==> src/rtl/count_mod_n_if.sv <==
// count_mod_n_if: control/status bundle for count_mod_n.
//   master: drives en, cw, clr, ld, ld_val, max_val, sat; observes the status.
//   slave : the counter; drives count, tic, at_max, at_zero.
interface count_mod_n_if #(
    parameter int N = 8
);
    logic         en;       // count enable (advances prescaler)
    logic         cw;       // 1 = up, 0 = down
    logic         clr;      // synchronous clear
    logic         ld;       // synchronous load
    logic [N-1:0] ld_val;   // load value
    logic [N-1:0] max_val;  // upper bound of count range
    logic         sat;      // 0 = wrap, 1 = saturate
    logic [N-1:0] count;    // registered count
    logic         tic;      // registered boundary-step pulse
    logic         at_max;   // count >= max_val
    logic         at_zero;  // count == 0

    modport master (
        output en, cw, clr, ld, ld_val, max_val, sat,
        input  count, tic, at_max, at_zero
    );

    modport slave (
        input  en, cw, clr, ld, ld_val, max_val, sat,
        output count, tic, at_max, at_zero
    );
endinterface

==> src/rtl/count_mod_n.sv <==
// count_mod_n: up/down counter over 0..max_val with wrap or saturate mode,
// synchronous clear/load, an enable prescaler and a terminal-count pulse.
//   clk  : rising-edge clock
//   rst  : asynchronous active-low reset
//   bus  : count_mod_n_if.slave (controls in, count/tic/at_max/at_zero out)
module count_mod_n #(
    parameter int N        = 8,
    parameter int PRESCALE = 1
) (
    input  logic         clk,
    input  logic         rst,
    count_mod_n_if.slave bus
);
    localparam int PW = (PRESCALE > 1) ? $clog2(PRESCALE) : 1;
    localparam logic [PW-1:0] PRE_LAST = PW'(PRESCALE - 1);

    logic [N-1:0]  count_q, count_d;
    logic [PW-1:0] pre_q, pre_d;
    logic          tic_q, tic_d;

    logic step;
    assign step = (pre_q == PRE_LAST);

    always_comb begin
        count_d = count_q;
        pre_d   = pre_q;
        tic_d   = 1'b0;
        if (bus.clr) begin
            count_d = '0;
            pre_d   = '0;
        end else if (bus.ld) begin
            // Loads are clamped into range so count never starts above max_val.
            count_d = (bus.ld_val > bus.max_val) ? bus.max_val : bus.ld_val;
            pre_d   = '0;
        end else if (bus.en) begin
            if (!step) begin
                pre_d = pre_q + PW'(1);
            end else begin
                pre_d = '0;
                if (bus.cw) begin
                    // >= also catches a count left above a lowered max_val.
                    if (count_q >= bus.max_val) begin
                        count_d = bus.sat ? bus.max_val : '0;
                        tic_d   = 1'b1;
                    end else begin
                        count_d = count_q + N'(1);
                    end
                end else begin
                    if (count_q == '0) begin
                        count_d = bus.sat ? '0 : bus.max_val;
                        tic_d   = 1'b1;
                    end else if (count_q > bus.max_val) begin
                        // Out of range after a max_val decrease: pull back in, no pulse.
                        count_d = bus.max_val;
                    end else begin
                        count_d = count_q - N'(1);
                    end
                end
            end
        end
    end

    always_ff @(posedge clk or negedge rst) begin
        if (!rst) begin
            count_q <= '0;
            pre_q   <= '0;
            tic_q   <= 1'b0;
        end else begin
            count_q <= count_d;
            pre_q   <= pre_d;
            tic_q   <= tic_d;
        end
    end

    assign bus.count   = count_q;
    assign bus.tic     = tic_q;
    assign bus.at_max  = (count_q >= bus.max_val);
    assign bus.at_zero = (count_q == '0);
endmodule

==> src/flat_wrapper.sv <==
// flat-port wrapper written by rule: the top's interface ports become plain ports
module count_mod_n_flat 
#(
    parameter int N        = 8,
    parameter int PRESCALE = 1
)
  (clk, rst, bus_en, bus_cw, bus_clr, bus_ld, bus_ld_val, bus_max_val, bus_sat, bus_count, bus_tic, bus_at_max, bus_at_zero);
  count_mod_n_if #(.N(N)) bus_i ();
  input  logic clk;
  input  logic rst;
  input wire logic [$bits(bus_i.en)-1:0] bus_en;
  input wire logic [$bits(bus_i.cw)-1:0] bus_cw;
  input wire logic [$bits(bus_i.clr)-1:0] bus_clr;
  input wire logic [$bits(bus_i.ld)-1:0] bus_ld;
  input wire logic [$bits(bus_i.ld_val)-1:0] bus_ld_val;
  input wire logic [$bits(bus_i.max_val)-1:0] bus_max_val;
  input wire logic [$bits(bus_i.sat)-1:0] bus_sat;
  output wire logic [$bits(bus_i.count)-1:0] bus_count;
  output wire logic [$bits(bus_i.tic)-1:0] bus_tic;
  output wire logic [$bits(bus_i.at_max)-1:0] bus_at_max;
  output wire logic [$bits(bus_i.at_zero)-1:0] bus_at_zero;
  assign bus_i.en = bus_en;
  assign bus_i.cw = bus_cw;
  assign bus_i.clr = bus_clr;
  assign bus_i.ld = bus_ld;
  assign bus_i.ld_val = bus_ld_val;
  assign bus_i.max_val = bus_max_val;
  assign bus_i.sat = bus_sat;
  assign bus_count = bus_i.count;
  assign bus_tic = bus_i.tic;
  assign bus_at_max = bus_i.at_max;
  assign bus_at_zero = bus_i.at_zero;
  count_mod_n #(.N(N), .PRESCALE(PRESCALE)) u_core (.clk(clk), .rst(rst), .bus(bus_i));
endmodule
==> config.mk <==
export PLATFORM = sky130hd
export DESIGN_NAME = count_mod_n_flat
export DESIGN_NICKNAME = d
export VERILOG_FILES = /design/src/rtl/count_mod_n_if.sv /design/src/rtl/count_mod_n.sv /design/src/flat_wrapper.sv
export SDC_FILE = /design/constraint.sdc
export NUM_CORES = 1
export LEC_CHECK = 0
export CAP_MARGIN = 20
export CELL_PAD_IN_SITES_DETAIL_PLACEMENT = 2
export CELL_PAD_IN_SITES_GLOBAL_PLACEMENT = 2
export CORE_MARGIN = 2
export CORE_UTILIZATION = 27
export CTS_BUF_LIST = sky130_fd_sc_hd__clkbuf_2
export DETAILED_ROUTE_END_ITERATION = 12
export PLACE_DENSITY_LB_ADDON = 0.1
export SYNTH_ARGS = -nofsm -noshare
export SYNTH_HDL_FRONTEND = slang
export SYNTH_SLANG_ARGS = --single-unit
==> constraint.sdc <==
create_clock -name clk -period 3.2 [get_ports clk]
set_input_delay 0.64 -clock clk [delete_from_list [all_inputs] [get_ports clk]]
set_output_delay 0.64 -clock clk [all_outputs]
set_load 0.02 [all_outputs]
# Word-level counts from Yosys, hierarchy flattened
# Index checks and enable logic that the tools add are counted.
[word_totals]
register_bits = 10
elab_cells = 35
[op_classes]
n_addsub = 3
magnitude_cmp = 3
eq_ne = 1
n_mux = 22
n_reduce_logical = 3
[ops]
columns = ["operator", "n"]
rows = [
  ["8-bit two-way mux", 11],
  ["8-bit > comparator", 2],
  ["1-bit two-way mux", 11],
  ["8-bit by 1-bit adder with 8-bit output, second input constant", 1],
  ["8-bit >= comparator", 1],
  ["8-bit logical NOT", 1],
  ["8-bit by 1-bit subtractor with 8-bit output, second input constant", 1],
  ["3-bit != test, second input constant", 1],
  ["3-bit nonzero test", 1],
  ["2-bit AND reduction", 1],
  ["1-bit adder, second input constant", 1],
]

# Longest topological paths before layout
[logic_depth]
word_depth = 8
depth_mapped = 9

# Least setup slack after synthesis
# Ideal clock, no wire load.
[synth_path]
path_type = "input -> output"
startpoint = "input port bus_max_val[1]"
endpoint = "output port bus_at_max"
arrival_ns = 1.937
required_ns = 2.560
setup_slack_ns = 0.623
cell_stages = 7
n_path_buf = 1
cell_sequence = "inv_1 ha_1 nor2b_1 o211ai_1 a31oi_1 nand2b_1 buf_6"
[synth_between]
elab_chain_len = 1
[synth_lines]
columns = ["item", "line", "rtl"]
rows = [
  ["from (decl)", "flat_wrapper.sv:16", "input wire logic [$bits(bus_i.max_val)-1:0] bus_max_val;"],
  ["8-bit >= comparator", "count_mod_n.sv:77", "assign bus.at_max = (count_q >= bus.max_val);"],
  ["to (decl)", "flat_wrapper.sv:20", "output wire logic [$bits(bus_i.at_max)-1:0] bus_at_max;"],
]
# Every way passes these cells.

# Final worst setup path
[layout_path]
startpoint = "input port bus_max_val[1]"
endpoint = "register u_core.count_q[0], in the netlist u_core.bus.count[0]"
[layout_between]
elab_chain_len = 8
elab_cells_between_ends = 12
classes_between = "order compare: 3; mux: 9"
[layout_lines]
columns = ["item", "line", "rtl"]
rows = [
  ["8-bit > comparator", "count_mod_n.sv:52", "end else if (count_q > bus.max_val) begin"],
  ["8-bit two-way mux", "count_mod_n.sv:52", ""],
  ["8-bit two-way mux", "count_mod_n.sv:49", "if (count_q == '0) begin"],
  ["8-bit two-way mux", "count_mod_n.sv:40", "if (bus.cw) begin"],
  ["8-bit two-way mux", "count_mod_n.sv:36", "if (!step) begin"],
  ["8-bit two-way mux", "count_mod_n.sv:35", "end else if (bus.en) begin"],
  ["8-bit two-way mux *", "count_mod_n.sv:31", "end else if (bus.ld) begin"],
  ["8-bit two-way mux *", "count_mod_n.sv:28", "if (bus.clr) begin"],
  ["to (signal assigned)", "count_mod_n.sv:69", "count_q <= count_d;"],
  ["to (decl)", "count_mod_n.sv:17", "logic [N-1:0] count_q, count_d;"],
]
# Mark *: on every way between the ends. The rest lies on a longest branch, timed or not. The select of a mux whose other input is x is not followed.
# A chain may end at the register's enable or synchronous reset.

==> summary.md <==
| Metric | Value |
|---|---|
| Status | finished clean |
| Largest family of logic cells by synthesized area | compound AO/OA/AOI/OAI gates |
| Critical-path cell list | clkdlybuf4s50_1, inv_1, buf_4, ha_1, and4b_1, a211oi_1, o22ai_2, and3b_1, a222oi_1, o31ai_1 |
| Die height | 76.3 microns |
| FF-to-FF End | u_core.bus.count[0]$_DFFE_PN0P_ |
| Avg Cell Area, Syn | 8.30 sq um |
| Crit share post-route | 95.3% |
| Root Buffer | clkbuf_2 |
| Final Setup Violations | 0 |
| Worst path slowest cell | a222oi_1 |
| CP Buf/Inv Count | 3 |
| Normalized max-slew margin | 41.6% |
| Pre-CTS setup slack | -189 ps |
| Post-synth top area cell | ha_1 |
| Vias | 1687 |
| Max Slew Vio Count | 0 |
| CP peak stage delay | 490 ps |
| CTS tree | yes |
| Antenna violations before repair | 0 |
| Fmax | 328 MHz |
| Most common cell in the synthesized netlist | ha_1 |
| Clock H-tree levels | 1 |
| Flop2flop setup slack | 660 ps |
| Worst Hold Class | in2async |
| Post-Synth Simple-Gate Area | 21.6% |
| Post-synth top cells | ha_1 (19), inv_1 (14), nand2_1 (11) |
| Number of global-route vias before repair | 1919 |
| Complex-gate fraction of the synthesized area | 29.6% |
| Hpwl dp | 4900 microns |
| Mapped Area | 1410 sq um |
| Wire length per cell | 19.6 microns |
| Starting density of the core | 27.8% |
| Final non-filler cell total | 300 |
| Startpoint Class | primary input |
| Core Util, Final | 39.7% |
| DRC Markers | 0 |
| Worst skew pair latency | 270 ps |
| Worst Setup Slack, final | 150 ps |
| Io pins | 34 |
| Maxcap violations | 0 |
| CTS Buffer Depth | 2 |
| Synthesized-area fraction occupied by xor and xnor cells | 6.21% |
| Die area | 5820 sq um |
| Total GRT Usage | 21.0% |
| Pleak | 0.880 nW |
| Post-synthesis cell type count | 46 |
| RR Startpoint | u_core.bus.count[2]$_DFFE_PN0P_ |
| Antenna Violating Nets Remaining | 0 |
| Critical path required time | 3320 ps |
| Crit path capture type | flop |
| Final #Nets | 273 |
| Prevailing post-synth register cell | dfrtp_1 |
| Synth warnings | 0 |
| Hold Vio Cnt, Final | 0 |
| PnR Total Power | 690 uW |
| Peak supply drop | 0.163 mV |
| First-pass GRT wire length | 9890 microns |
| Setup CP Type | in2reg |
| Drt initial violations | 110 |
| Routed Wire Length | 5880 microns |
| Critical path depth in cells | 10 |
| Async set or reset register ratio after synthesis | 100% |
| RSZ-0062 raised after global routing | false |
| GPL Wtd Cong | 0.803 |
| Drt pass-1 iters | 4 |
| Tmin final | 3050 ps |
| EDFF count, synth | 0 |
| PortBufs | 33 |
| Crit path DAT | 3170 ps |
| Antenna diode count | 0 |
| Power density cells | 342 nW/um^2 |
| Seq/Total Area, Yosys | 16.0% |
| Num CTS Buffers | 3 |
| Hold buffer count at cts | 0 |
| Syn Nets | 212 |
| Vias per cell | 5.62 |
| Post-Synth Adder-Cell Area | 16.8% |
| Tightest Pin Transition | 869 ps |
| Clock Pin Slew Worst Setup and Hold Paths | 120 ps |
| Worst-path maximum fanout | 7 |
| Core Area | 5070 sq um |
| Post-synth top area share | 16.8% |
| Critical path startpoint | bus_max_val[1] |
| Skew final | 14.8 ps |
| # rows | 26 |
| Multiplexer share of the synthesized area | 1.42% |
| Worst Setup EP | u_core.bus.count[0]$_DFFE_PN0P_ |
| Synth top area cells | ha_1 (17%), dfrtp_1 (16%), a221oi_1 (4.3%) |
| Reg2Reg Depth | 8 |
| Syn Inst Count | 170 |
| Clock sinks | 9 |
| Chip width | 76.3 microns |
| Cell total after placement | 296 |
| Crit path max-delay family | compound AO/OA/AOI/OAI gates |
| Layout cell share with drive strength beyond 1 | 17.8% |
| Largest net degree at the start of global routing | 15 |
| Seq cells post-synth | 9 |
| Hold Slack | 684 ps |
| Total grt overflow | 0 |
| Layout area overhead | 42.8% |
## state kept, by name, indices dropped and copies added (netlist names)
| signal | cells |
|---|---|
| u_core.bus.tic | 1 |
| u_core.bus.count | 8 |
## where the power goes
group | internal, mW | switching [mW] | leakage [nW]
logic | 0.210 | 0.245 | 0.745
registers | 0.126 | 0.0245 | 0.119
clock network | 0.0332 | 0.0505 | 0.0166
## cell families (layout without fill, tap and decap cells)
kind of cell,after synthesis,count (layout)
XOR/XNOR,10,10
multiplexers,2,2
buffers and inverters,21,81
flip-flops,9,9
AO/OA/AOI/OAI,55,55
adder cells (fa/ha/maj),19,19
AND/OR/NAND/NOR,54,54
## how the worst min path moves through the flow
stage                                                from                         endpoint  cells after the start
final                                                 rst  u_core.bus.count[7]$_DFFE_PN0P_                      1
after global routing                                  rst  u_core.bus.count[7]$_DFFE_PN0P_                      1
after CTS                                             rst  u_core.bus.count[7]$_DFFE_PN0P_                      1
after detailed placement  u_core.bus.count[1]$_DFFE_PN0P_  u_core.bus.count[1]$_DFFE_PN0P_                      3
after global placement    u_core.bus.count[1]$_DFFE_PN0P_  u_core.bus.count[1]$_DFFE_PN0P_                      3
after floorplan                                       rst  u_core.bus.count[0]$_DFFE_PN0P_                      0
## cell usage in the layout (no fill, tap or decap), types with 6 or more instances in the layout
master	instances
a21oi_1	8
inv_1	14
dfrtp_1	9
a221oi_1	7
nand2_1	11
xnor2_1	6
buf_4	30
ha_1	19
o31ai_1	8
a222oi_1	6
nor2_1	10
nor3_1	6
clkdlybuf4s50_1	32
## stage by stage
stage | cell area, sq um | TNS [ps]
floorplan | 1410 | 0
global placement | 1990 | -256
detailed placement | 1990 | -715
CTS | 2010 | 0
global route | 2020 | 0
finish | 2020 | 0
## final cells by class
cell class              instances  area (sq um)
clock buffers                   4          20.0
fillers                       622          3060
inverters                      14          52.6
multi-input cells             140          1080
flip-flops and latches          9           225
well taps                      70          87.6
repair buffers                 63           551
## repair_timing
action | CTS | global route
endpoints found under the setup margin | 1 | 4
pin swaps | 0 | 1
buffers inserted | 0 | 0
resized for setup | 1 | 4
## worst reg2reg max path, cell delays in order, from the launching register on
cell	delay, ps
dfrtp_1	550
ha_1	380
nand4_1	140
buf_4	160
nor2_1	190
a211oi_1	130
o31a_2	420
a221oi_1	310
o31ai_1	140
## routing by layer
layer / GRT usage, % / part of all wire, % / up-vias
met1: 25.0 / 44 / 833
met5: 0 / 0 / -
met3: 3.91 / 4.2 / 2
met2: 39.7 / 51 / 54
li1: - / - / 798
met4: 3.09 / 0.49 / 0
No activity file was read; power rests on OpenSTA's default activity.
